File: config.mk
export PLATFORM = sky130hd
export DESIGN_NAME = seq_scan_arbiter
export DESIGN_NICKNAME = d
export VERILOG_FILES = /design/src/rtl/seq_scan_arbiter.sv
export SDC_FILE = /design/constraint.sdc
export NUM_CORES = 1
export LEC_CHECK = 0
export ABC_AREA = 0
export CAP_MARGIN = 30
export CORE_MARGIN = 2
export CORE_UTILIZATION = 50
export CTS_BUF_LIST = sky130_fd_sc_hd__clkbuf_8
export DETAILED_ROUTE_END_ITERATION = 12
export GPL_ROUTABILITY_DRIVEN = 0
export PLACE_DENSITY = 0.82
export RECOVER_POWER = 50
export SETUP_SLACK_MARGIN = 0.4
export SLEW_MARGIN = 20
export SYNTH_ARGS = -nofsm -noshare
export SYNTH_HDL_FRONTEND = slang
export SYNTH_SLANG_ARGS = --single-unit
File: constraint.sdc
create_clock -name clock -period 2.8 [get_ports clock]
set_input_delay 0.28 -clock clock [delete_from_list [all_inputs] [get_ports clock]]
set_output_delay 0.28 -clock clock [all_outputs]
set_load 0.05 [all_outputs]
File: src/rtl/seq_scan_arbiter.sv
// seq_scan_arbiter: round-robin scheduler that feeds one requester word at a
// time, MSB first, through a shared serial Mealy pattern matcher. After the
// whole word has been shifted it reports the match count and the position of
// the first match, then returns to arbitration.
module seq_scan_arbiter #(
  parameter int                 N_REQ   = 4,
  parameter int                 WIDTH   = 8,
  parameter int                 PAT_LEN = 4,
  parameter logic [PAT_LEN-1:0] PATTERN = 4'b0110,
  localparam int                IDW     = $clog2(N_REQ),
  localparam int                CW      = $clog2(WIDTH + 1),
  localparam int                PW      = $clog2(WIDTH)
) (
  input  logic                   clock,
  input  logic                   reset,
  input  logic [N_REQ-1:0]       req,
  input  logic [N_REQ*WIDTH-1:0] data,
  output logic [N_REQ-1:0]       ack,
  output logic                   busy,
  output logic                   z,
  output logic                   done,
  output logic [IDW-1:0]         done_id,
  output logic [CW-1:0]          match_count,
  output logic                   match_found,
  output logic [PW-1:0]          first_pos
);

  typedef enum logic [1:0] {
    S_IDLE   = 2'd0,
    S_SHIFT  = 2'd1,
    S_REPORT = 2'd2
  } state_t;

  // First bit index at which a full pattern window exists, and last bit index.
  localparam logic [PW-1:0] K_FIRST = PW'(PAT_LEN - 1);
  localparam logic [PW-1:0] K_LAST  = PW'(WIDTH - 1);

  state_t               state_q, state_d;
  logic [IDW-1:0]       last_q;
  logic [IDW-1:0]       gid_q;
  logic [WIDTH-1:0]     shreg_q;
  logic [PAT_LEN-2:0]   hist_q;
  logic [PW-1:0]        bit_q;
  logic [CW-1:0]        cnt_q;
  logic                 found_q;
  logic [PW-1:0]        fpos_q;

  logic [WIDTH-1:0]     words [N_REQ];
  logic                 grant_valid;
  logic [IDW-1:0]       grant_idx;
  logic [IDW-1:0]       cand;
  logic                 x;
  logic [PAT_LEN-1:0]   window;
  logic                 last_bit;
  logic [CW-1:0]        cnt_next;
  logic                 found_next;
  logic [PW-1:0]        fpos_next;

  // Unpack the flat requester bus into per-requester words.
  for (genvar gi = 0; gi < N_REQ; gi++) begin : g_words
    assign words[gi] = data[gi*WIDTH +: WIDTH];
  end

  // Round-robin search starting just after the last granted requester.
  always_comb begin
    // NOTE: every variable gets a default before any branch, so no latch is inferred.
    grant_valid = 1'b0;
    grant_idx   = '0;
    cand        = '0;
    for (int i = 1; i <= N_REQ; i++) begin
      cand = IDW'((int'(last_q) + i) % N_REQ);
      if (!grant_valid && req[cand]) begin
        grant_valid = 1'b1;
        grant_idx   = cand;
      end
    end
  end

  // Mealy matcher: window is the history plus the bit being processed now.
  always_comb begin
    x          = shreg_q[WIDTH-1];
    window     = {hist_q, x};
    last_bit   = (bit_q == K_LAST);
    z          = (state_q == S_SHIFT) && (bit_q >= K_FIRST) && (window == PATTERN);
    cnt_next   = z ? cnt_q + CW'(1) : cnt_q;
    found_next = found_q | z;
    fpos_next  = (z && !found_q) ? bit_q : fpos_q;
  end

  // State register.
  always_ff @(posedge clock or negedge reset) begin
    // NOTE: sequential state uses non-blocking assignments so all flops update together.
    if (!reset) state_q <= S_IDLE;
    else        state_q <= state_d;
  end

  // Next-state logic: arbitrate only in IDLE, shift WIDTH bits, report once.
  always_comb begin
    state_d = state_q;
    unique case (state_q)
      S_IDLE:   if (grant_valid) state_d = S_SHIFT;
      S_SHIFT:  if (last_bit)    state_d = S_REPORT;
      S_REPORT:                  state_d = S_IDLE;
      default:                   state_d = S_IDLE;
    endcase
  end

  assign busy = (state_q != S_IDLE);
  assign done = (state_q == S_REPORT);

  // Datapath: grant latch, shift register, match accumulators, result outputs.
  always_ff @(posedge clock or negedge reset) begin
    if (!reset) begin
      last_q      <= IDW'(N_REQ - 1);
      gid_q       <= '0;
      shreg_q     <= '0;
      hist_q      <= '0;
      bit_q       <= '0;
      cnt_q       <= '0;
      found_q     <= 1'b0;
      fpos_q      <= '0;
      ack         <= '0;
      done_id     <= '0;
      match_count <= '0;
      match_found <= 1'b0;
      first_pos   <= '0;
    end else begin
      ack <= '0;
      case (state_q)
        S_IDLE: begin
          if (grant_valid) begin
            ack[grant_idx] <= 1'b1;
            last_q         <= grant_idx;
            gid_q          <= grant_idx;
            shreg_q        <= words[grant_idx];
            hist_q         <= '0;
            bit_q          <= '0;
            cnt_q          <= '0;
            found_q        <= 1'b0;
            fpos_q         <= '0;
          end
        end
        S_SHIFT: begin
          shreg_q <= shreg_q << 1;
          hist_q  <= window[PAT_LEN-2:0];
          bit_q   <= bit_q + PW'(1);
          cnt_q   <= cnt_next;
          found_q <= found_next;
          fpos_q  <= fpos_next;
          // Publish the results on the edge entering REPORT so they are valid with done.
          if (last_bit) begin
            done_id     <= gid_q;
            match_count <= cnt_next;
            match_found <= found_next;
            first_pos   <= fpos_next;
          end
        end
        default: ;
      endcase
    end
  end

endmodule

; Word-level counts from Yosys, hierarchy flattened
; Cells that the tools add are included.
[totals]
word_cells = 92
inputBits = 38
ff_bits = 42
output_inout_bits = 17
[op_classes]
n_lt_le_gt_ge = 8
n_eq_ne = 6
reduce_logical = 18
bitwise_logic = 2
n_addsub = 6
mux = 38
[op_table]
columns = operator, n
row1 = 8-bit 2-to-1 mux, 3
row2 = 3-bit one-hot mux with 2 select lines, 3
row3 = 8-bit binary-select mux with 2-bit select, 1
row4 = 4-bit 2-to-1 mux, 4
row5 = 8-bit one-hot mux with 2 select lines, 1
row6 = 2-bit by 3-bit < comparator with 1-bit output (second input constant), 5
row7 = 2-bit 2-to-1 mux, 6
row8 = 1-bit 2-to-1 mux, 10
row9 = 1-bit binary-select mux with 2-bit select, 4
row10 = 4-bit one-hot mux with 2 select lines, 1
row11 = 2-bit AND reduction, 4
row12 = 1-bit logical AND, 7
row13 = 3-bit 2-to-1 mux, 2
row14 = 2-bit by 1-bit adder with 2-bit output (second input constant), 2
row15 = 2-bit adder (second input constant), 2
row16 = 4-bit by 1-bit adder with 4-bit output (second input constant), 1
row17 = 4-bit by 3-bit == test with 1-bit output (second input constant), 1
row18 = 1-bit zero test, 4
row19 = 2-bit inequality test (second input constant), 2
row20 = 2-bit one-hot mux with 2 select lines, 1
row21 = 2-bit nonzero test, 2
row22 = 3-bit by 1-bit adder with 3-bit output (second input constant), 1
row23 = 3-bit == test (second input constant), 1
row24 = 3-bit by 2-bit greater-or-equal comparator with 1-bit output (second input constant), 1
row25 = 9 further kinds, 9

; Longest topological paths before layout
; Gate-level depths: netlist of the first run.
[logic_depth]
ltp_word = 19
mapped_depth = 7
depth_no_buf = 7

; Least setup slack after synthesis of the first run
; No wires, ideal clock.
[synth_timing]
kind = flip-flop to flip-flop
startpoint = reg bit_q[0]
endpoint = reg match_count[3]
t_arrival_ps = 1968
setup_slack_ps = 703
period_less_slack_ps = 2097
setup_time_ps = 128
path_stages_with_launch = 8
required_time_ps = 2672
n_path_buf = 0
cell_sequence = dfrtp_1 > ha_1 > ha_1 > a211oi_1 > nor3_4 > nand4_1 > xor2_1 > o21ai_1
[synth_via]
elab_chain_cells = 4
elab_cells_between_ends = 6
classes_between = order compare (1) / eq/ne (1) / mux (1) / reduce/logical (3)
[synth_rtl]
columns = item, line
row1 = start: declaration, 43  ; logic [PW-1:0] bit_q;
row2 = start signal: assignment, 146  ; bit_q <= bit_q + PW'(1);
row3 = 3-bit by 2-bit greater-or-equal comparator with 1-bit output, 84  ; z = (state_q == S_SHIFT) && (bit_q >= K_FIRST) && (window == PATTERN);
row4 = 1-bit logical AND (2 in a row), 84
row5 = via z, 20  ; output logic z,
row6 = 4-bit 2-to-1 mux, 85  ; cnt_next = z ? cnt_q + CW'(1) : cnt_q;
row7 = end signal: assignment, 153  ; match_count <= cnt_next;
row8 = end: declaration, 23  ; output logic [CW-1:0] match_count,
; The timed path passes the listed nets, and every way through them passes these cells.
; A chain may end at the register's enable or synchronous reset.

; Worst setup path in the final report of the first run
[layout_timing]
startpoint = reg bit_q[0]
endpoint = out z
[layout_via]
elab_chain_cells = 3
[layout_rtl]
columns = item, line
row1 = 3-bit by 2-bit greater-or-equal comparator with 1-bit output, 84
row2 = 1-bit logical AND (2 in a row), 84
row3 = end: declaration, 20
; No other way between the ends.

==> results of run 1 <==
[how the worst max path moves through the flow]
stage | start | to
2_1_floorplan | bit_q[0] | match_count[3]
3_3_place_gp | bit_q[0] | z
3_5_place_dp | bit_q[0] | z
4_1_cts | bit_q[0] | z
5_1_grt | bit_q[0] | z
6_report | bit_q[0] | z
[per-stage QoR]
stage	hold slack (ns)	std cells	instance area (um2)	total power (uW)	utilization (%)
floorplan	-0.0156	192	2120	2060	-
global placement	0.454	293	2720	2450	67.0
detailed placement	0.462	293	2720	2490	67.0
CTS	0.144	300	2820	2900	69.5
global route	0.509	303	2850	3100	70.3
finish	0.478	303	2850	2880	70.3
[registers in the layout (all words and copies together) (netlist names)]
name / count
hist_q: 3
shreg_q: 8
done_id: 2
state_q: 2
found_q: 1
match_found: 1
first_pos: 3
bit_q: 3
gid_q: 2
last_q: 2
fpos_q: 3
match_count: 4
ack: 4
cnt_q: 4
[cell usage in the layout (no fill, tap or decap), drive strengths merged]
| master | n |
|---|---|
| a211oi | 1 |
| a21o | 2 |
| a21oi | 6 |
| a221o | 1 |
| a221oi | 1 |
| a22o | 4 |
| a22oi | 7 |
| a311oi | 1 |
| buf | 6 |
| clkbuf | 8 |
| clkdlybuf4s15 | 1 |
| clkdlybuf4s50 | 51 |
| dfrtp | 40 |
| dfstp | 2 |
| dlygate4sd3 | 2 |
| ha | 4 |
| inv | 6 |
| mux2 | 4 |
| mux2i | 20 |
| nand2 | 25 |
| nand2b | 4 |
| nand3 | 1 |
| nand3b | 2 |
| nand4 | 1 |
| nand4bb | 1 |
| nor2 | 12 |
| nor2b | 2 |
| nor3 | 1 |
| nor3b | 1 |
| nor4 | 1 |
| o21ai | 20 |
| o221ai | 7 |
| o31a | 1 |
| o31ai | 1 |
| or2 | 2 |
| or2b | 1 |
| xnor2 | 1 |
| xor2 | 2 |
[routing by layer]
layer | vias up | wire, um | GRT usage, % | share of wire (%)
li1 | 816 | - | - | -
met1 | 782 | 1870 | 25.0 | 45
met2 | 48 | 2060 | 31.2 | 50
met3 | 2 | 209 | 4.51 | 5.0
met4 | 0 | 12 | 3.92 | 0.29
met5 | - | 0 | 0 | 0
[kinds of logic after synthesis]
group | Yosys count | share of synthesized area (%)
flip-flops | 42 | 49.6
buffers and inverters | 13 | 2.83
XOR/XNOR | 3 | 1.24
multiplexers | 24 | 11.5
AND/OR/NAND/NOR | 54 | 13.1
AO/OA/AOI/OAI | 52 | 19.3
adder cells (fa/ha/maj) | 4 | 2.36
[tightest hold or removal path, cell delays in order, from the launching register on]
cell and delay (ns):
sky130_fd_sc_hd__dfrtp_1 0.34, sky130_fd_sc_hd__nand2_1 0.04, sky130_fd_sc_hd__o21ai_0 0.06
[power breakdown]
group | internal (uW) | total (uW) | switching (uW)
Sequential | 855 | 1030 | 178
Combinational | 604 | 1460 | 858
Clock | 192 | 385 | 193
Total | 1650 | 2880 | 1230
[synthesized netlist by cell type (2+ instances only)]
| master | instances | area (um2) |
|---|---|---|
| sky130_fd_sc_hd__nor2_1 | 12 | 45.0 |
| sky130_fd_sc_hd__mux2_2 | 3 | 33.8 |
| sky130_fd_sc_hd__o21ai_0 | 18 | 90.1 |
| sky130_fd_sc_hd__mux2i_1 | 20 | 200 |
| sky130_fd_sc_hd__ha_1 | 4 | 50.1 |
| sky130_fd_sc_hd__a21o_1 | 2 | 15.0 |
| sky130_fd_sc_hd__dfrtp_1 | 40 | 1000 |
| sky130_fd_sc_hd__a22o_1 | 4 | 35.0 |
| sky130_fd_sc_hd__buf_2 | 3 | 15.0 |
| sky130_fd_sc_hd__nor2b_1 | 2 | 12.5 |
| sky130_fd_sc_hd__clkbuf_1 | 4 | 15.0 |
| sky130_fd_sc_hd__nand2_1 | 25 | 93.8 |
| sky130_fd_sc_hd__xor2_1 | 2 | 17.5 |
| sky130_fd_sc_hd__a22oi_1 | 7 | 52.6 |
| sky130_fd_sc_hd__nand3b_1 | 2 | 15.0 |
| sky130_fd_sc_hd__nand2b_1 | 4 | 25.0 |
| sky130_fd_sc_hd__inv_1 | 5 | 18.8 |
| sky130_fd_sc_hd__o221ai_2 | 7 | 105 |
| sky130_fd_sc_hd__a21oi_1 | 6 | 30.0 |
| sky130_fd_sc_hd__dfstp_2 | 2 | 52.6 |
[what timing repair did]
| action | CTS | global route |
|---|---|---|
| setup buffers | 0 | 1 |
| cloned | 0 | 0 |
| hold buffers | 0 | 1 |
| pin swaps | 0 | 1 |
| resized for setup | 5 | 0 |
| endpoints found under the hold margin | 0 | 14 |
| setup endpoints to repair | 1 | 1 |
[layout make-up]
cell class,instances,area [um2],share of cell area [%]
flip-flops and latches,42,1050,36.9
multi-input cells,137,1020,35.9
repair buffers,62,607,21.3
clock buffers,6,82.6,2.90
well taps,50,62.6,2.19
inverters,5,18.8,0.658
clock inverters,1,3.75,0.132
==> metrics.md, run 1 <==
| Metric | Value |
|---|---|
| Ports | 55 |
| Max Freq | 0.440 GHz |
| Area of the die | 4790 um2 |
| Max-slew violations | 0 |
| Min-Delay Path Depth | 2 |
| Clock Latency Late Sink | 0.29 ns |
| Power per cell area | 1010 nW/um2 |
| Period utilization | 81.1% |
| Bufs and invs on worst path | 1 |
| Setup violators final | 0 |
| Die X-Extent | 69.2 um |
| CTS Buf Count | 5 |
| Initial antenna violation count | 0 |
| Arrival time of the worst setup path | 1.99 ns |
| Cell seen most often among critical-path stages | sky130_fd_sc_hd__ha_1 |
| Share of flip-flops with an asynchronous set or reset after synthesis | 100% |
| Sum of negative setup slack | 0 ns |
| Crit Path Max Fanout | 6 |
| Core area | 4060 um2 |
| Class of the worst hold path | flip-flop to flip-flop |
| Number of flip-flops and latches in the synthesized netlist | 42 |
| Slowest cell delay on critical path | 0.45 ns |
| CTS tree | yes |
| ANT cells | 0 |
| Ratio of cells with drive above 1 in the final layout | 12.3% |
| End of the worst hold path | first_pos[0] |
| Crit Reg-Reg Endpoint | match_count[3] |
| Number of buffers on the longest clock path | 2 |
| Worst IR Drop VDD | 573 uV |
| Proportion of synthesized chip area in sequential cells | 49.6% |
| Number of vias per cell | 5.44 |
| Pre-Repair DR Iteration Count | 5 |
| Number of filler cells placed in the layout | 322 |
| Cells after Synth | 192 |
| Slew HR | 44.8% |
| Final net count | 295 |
| Count of antenna-violating nets left after detailed routing | 0 |
| Cell area after synthesis | 2120 um2 |
| Ys flop type | sky130_fd_sc_hd__dfrtp_1 |
| Startpoint class of the critical path | flip-flop |
| FF-to-FF path depth | 8 |
| Critical path class | flip-flop to output port |
| Worst Hold Launch | first_pos[0] |
| Element type at the critical path end | output port |
| Total routing usage reported by global routing | 18.7% |
| Synth Net Count | 234 |
| Setup repair after global routing missed its margin | no |
| Port Buffers | 54 |
| Unique cell type count in the Yosys netlist | 40 |
| Wire length of the first global-routing pass | 7340 um |
| Number of global-route vias before repair | 1606 |
| Number of H-tree levels | 2 |
| Setup slack after placement | 0.226 ns |
| Yosys warning count | 0 |
| Count of final hold-check violations | 0 |
| Reg2reg setup slack | 0.73 ns |
| Synthesized area per cell | 11.1 um2 |
| Detailed-route wire length per cell | 13.7 um |
| Clock transition at the registers of the reported paths | 0.08 ns |
| Worst Path Required | 2.52 ns |
| Worst reg2reg startpoint | bit_q[0] |
| DRC violation count after routing | 0 |
| Largest net degree at the start of global routing | 43 |
| Final critical-path setup slack | 0.529 ns |
| Result of the run | finished, final reports clean |
| Largest delay share family, worst path | adder cells |
| Total wire length after detailed routing | 4160 um |
| Number of enable flip-flop cells after synthesis | 0 |
| Min Tclk post-route | 2.27 ns |
| Area growth from synthesis to layout | 34.2% |
| CTS root buffer | sky130_fd_sc_hd__clkbuf_8 |
| Placement Rows | 23 |
| TritonCTS sink count | 42 |
| Worst-margin pin slew | 0.828 ns |
| CP Cell Sequence | ha_1 > ha_1 > a211oi_4 > nor3_4 > clkdlybuf4s15_2 |
| Count of vias placed by the detailed router | 1648 |
| Placed wire-length estimate | 3020 um |
| Vertical die dimension | 69.2 um |
| Lkg Pwr | 0.00124 uW |
| Final Skew | 0.00947 ns |
| Initial core utilization | 52.4% |
| Global route total overflow | 0 |
| First DRT Iteration DRCs | 45 |
| CP max stage cell | sky130_fd_sc_hd__dfrtp_1 |
| Max-capacitance violation count | 0 |
| Critical path depth | 5 |
No activity file was read; power rests on OpenSTA's default activity.
==> inputs of run 2 (changes only) <==
CORE_UTILIZATION = 45   (was 50)
PLACE_DENSITY = 0.78   (was 0.82)
clock period = 1.9 ns   (was 2.8 ns; I/O delays follow)
==> run 2 against run 1 <==
Net effect: largest cell class is now multi-input gates; critical path type is now flip-flop to flip-flop; final area up 20%; sequential power up 50%; the run now ends with negative setup slack left; clock power up 62%; non-clock buffer count up 38.
==> metrics.md, run 2 (synthesized netlist as in run 1, its figures left out) <==
| Metric | Value |
|---|---|
| Result of the run | finished, violations left (was finished, final reports clean) |
| Violations in the final reports | negative setup slack |
| Worst Path Required | 2.11 ns (was 2.52 ns) |
| Die X-Extent | 72.7 um (was 69.2 um) |
| CTS tree | yes (unchanged) |
| CTS Buf Count | 5 (unchanged) |
| Largest net degree at the start of global routing | 43 (unchanged) |
| Worst-margin pin slew | 1.03 ns (was 0.828 ns) |
| Initial core utilization | 47.8% (was 52.4%) |
| Number of H-tree levels | 2 (unchanged) |
| Detailed-route wire length per cell | 16.6 um (was 13.7 um) |
| Wire length of the first global-routing pass | 8910 um (was 7340 um) |
| Final net count | 333 (was 295) |
| Count of vias placed by the detailed router | 1881 (was 1648) |
| Clock transition at the registers of the reported paths | 0.09 ns (was 0.08 ns) |
| Arrival time of the worst setup path | 2.12 ns (was 1.99 ns) |
| Period utilization | 101% |
| Max Freq | 0.523 GHz |
| Setup violators final | 4 (was 0) |
| Vertical die dimension | 72.7 um (was 69.2 um) |
| Largest register by flop count | shreg_q (unchanged) |
| Crit Reg-Reg Endpoint | shreg_q[0] (was match_count[3]) |
| Total wire length after detailed routing | 5700 um (was 4160 um) |
| Pre-Repair DR Iteration Count | 5 (unchanged) |
| Lkg Pwr | 0.00156 uW (was 0.00124 uW) |
| Clock Latency Late Sink | 0.31 ns (was 0.29 ns) |
| Total Power Consumption | 5200 uW (was 2880 uW) |
| Final critical-path setup slack | -0.0128 ns (was 0.529 ns) |
| Final design instance area without fill | 3420 um2 (was 2850 um2) |
| Number of global-route vias before repair | 1895 (was 1606) |
| Global route total overflow | 0 (unchanged) |
| Area of the die | 5290 um2 (was 4790 um2) |
| Crit Path Max Fanout | 3 (was 6) |
| FF-to-FF path depth | 5 (was 8) |
| Core area | 4440 um2 (was 4060 um2) |
| Placement-stage cell area | 2920 um2 (was 2720 um2) |
| Area growth from synthesis to layout | 61.1% (was 34.2%) |
| TritonCTS sink count | 42 (unchanged) |
| Count of final hold-check violations | 0 (unchanged) |
| Critical path class | flip-flop to flip-flop (was flip-flop to output port) |
| CTS root buffer | sky130_fd_sc_hd__clkbuf_8 (unchanged) |
| Number of buffers on the longest clock path | 2 (unchanged) |
| Count of antenna-violating nets left after detailed routing | 0 (unchanged) |
| Reg2reg setup slack | -0.01 ns (was 0.73 ns) |
| Placed wire-length estimate | 3540 um (was 3020 um) |
| Ratio of cells with drive above 1 in the final layout | 35.3% (was 12.3%) |
| Finished Core Util | 77.0% (was 70.3%) |
| Class of the worst hold path | flip-flop to flip-flop (unchanged) |
| Power per cell area | 1520 nW/um2 (was 1010 nW/um2) |
| DRC violation count after routing | 0 (unchanged) |
| Placement Rows | 24 (was 23) |
| Startpoint class of the critical path | flip-flop (unchanged) |
| ANT cells | 0 (unchanged) |
| Total routing usage reported by global routing | 22.2% (was 18.7%) |
| Max-capacitance violation count | 0 (unchanged) |
| Max-slew violations | 0 (unchanged) |
| Capturing element of the worst setup path | shreg_q[0] (was z) |
| Worst reg2reg startpoint | last_q[0] (was bit_q[0]) |
| Final Skew | 0.00873 ns (was 0.00947 ns) |
| Slew HR | 31.1% (was 44.8%) |
| Initial antenna violation count | 0 (unchanged) |
| Most frequent cells in the layout | sky130_fd_sc_hd__dfrtp_1 (38), sky130_fd_sc_hd__clkdlybuf4s50_1 (36), sky130_fd_sc_hd__buf_4 (28) (was sky130_fd_sc_hd__clkdlybuf4s50_1 (51), sky130_fd_sc_hd__dfrtp_1 (40), sky130_fd_sc_hd__nand2_1 (25)) |
| Ports | 55 (unchanged) |
| Startpoint of the worst setup timing path | last_q[0] (was bit_q[0]) |
| First DRT Iteration DRCs | 80 (was 45) |
| Worst IR Drop VDD | 823 uV (was 573 uV) |
| Setup repair after global routing missed its margin | yes (was no) |
| Leading cell type in the layout, fill and taps excluded | sky130_fd_sc_hd__dfrtp_1 (was sky130_fd_sc_hd__clkdlybuf4s50_1) |
| Element type at the critical path end | flip-flop (was output port) |
| Number of vias per cell | 5.47 (was 5.44) |
| Number of flip-flops in the largest register | 8 (unchanged) |
| Port Buffers | 54 (unchanged) |
| Min Tclk post-route | 1.91 ns |
## run 2: area by class of cell
class                      count  area (um2)
inverter                       5        18.8
multi-input combinational    137        1250
clock inverter                 3        25.0
clock buffer                   5        68.8
sequential                    42        1060
tap                           52        65.1
fill                         290        1020
timing repair buffer         100         935
## run 2: metal layers
layer	vias to the layer above	global-route usage [%]	share of wire, %
met5	-	0	0
met2	70	38.1	53
met4	0	7.61	2.2
li1	890	-	-
met3	13	5.52	4.6
met1	908	27.3	40
## run 2: what timing repair did
action	in CTS	in global routing
hold buffers	1	0
endpoints found under the hold margin	40	0
setup endpoints to repair	46	39
setup buffers	10	8
pin swaps	7	10
gates resized for setup	49	45
gates cloned	1	1
## run 2: worst max-delay path, stage by stage (launching register included)
cell and delay, ns:
sky130_fd_sc_hd__dfstp_2 0.56, sky130_fd_sc_hd__or2b_1 0.15, sky130_fd_sc_hd__o21ai_2 0.09, sky130_fd_sc_hd__a221oi_4 0.37, sky130_fd_sc_hd__mux2_4 0.34, sky130_fd_sc_hd__a221o_1 0.30
## run 2: power by group
part / internal (uW) / switching [uW]
clock network: 265 / 357
registers: 1260 / 283
logic: 1400 / 1630
total: 2930 / 2270
## run 2: worst min-delay path by stage
| stage | start | endpoint | slack [ns] | depth (start not counted) |
|---|---|---|---|---|
| 5_1_grt | first_pos[1] | first_pos[1] | 0.52 | 2 |
| 2_1_floorplan | reset | ack[0] | -0.11 | 0 |
| 3_5_place_dp | reset | first_pos[2] | 0.29 | 2 |
| 3_3_place_gp | reset | first_pos[1] | 0.29 | 2 |
| 6_report | match_count[2] | match_count[2] | 0.48 | 2 |
| 4_1_cts | reset | first_pos[0] | 0.49 | 3 |
## run 2: per-stage QoR
step	setup slack [ns]	std cells	TNS (ns)	hold WS, ns
after floorplan	-0.122	192	-0.398	-0.106
after detailed placement	-0.212	315	-1.31	0.291
after CTS	0.0310	335	0	0.490
after global routing	-0.0978	344	-0.616	0.516
final	-0.0128	344	-0.0303	0.484
after global placement	-0.117	315	-0.794	0.289
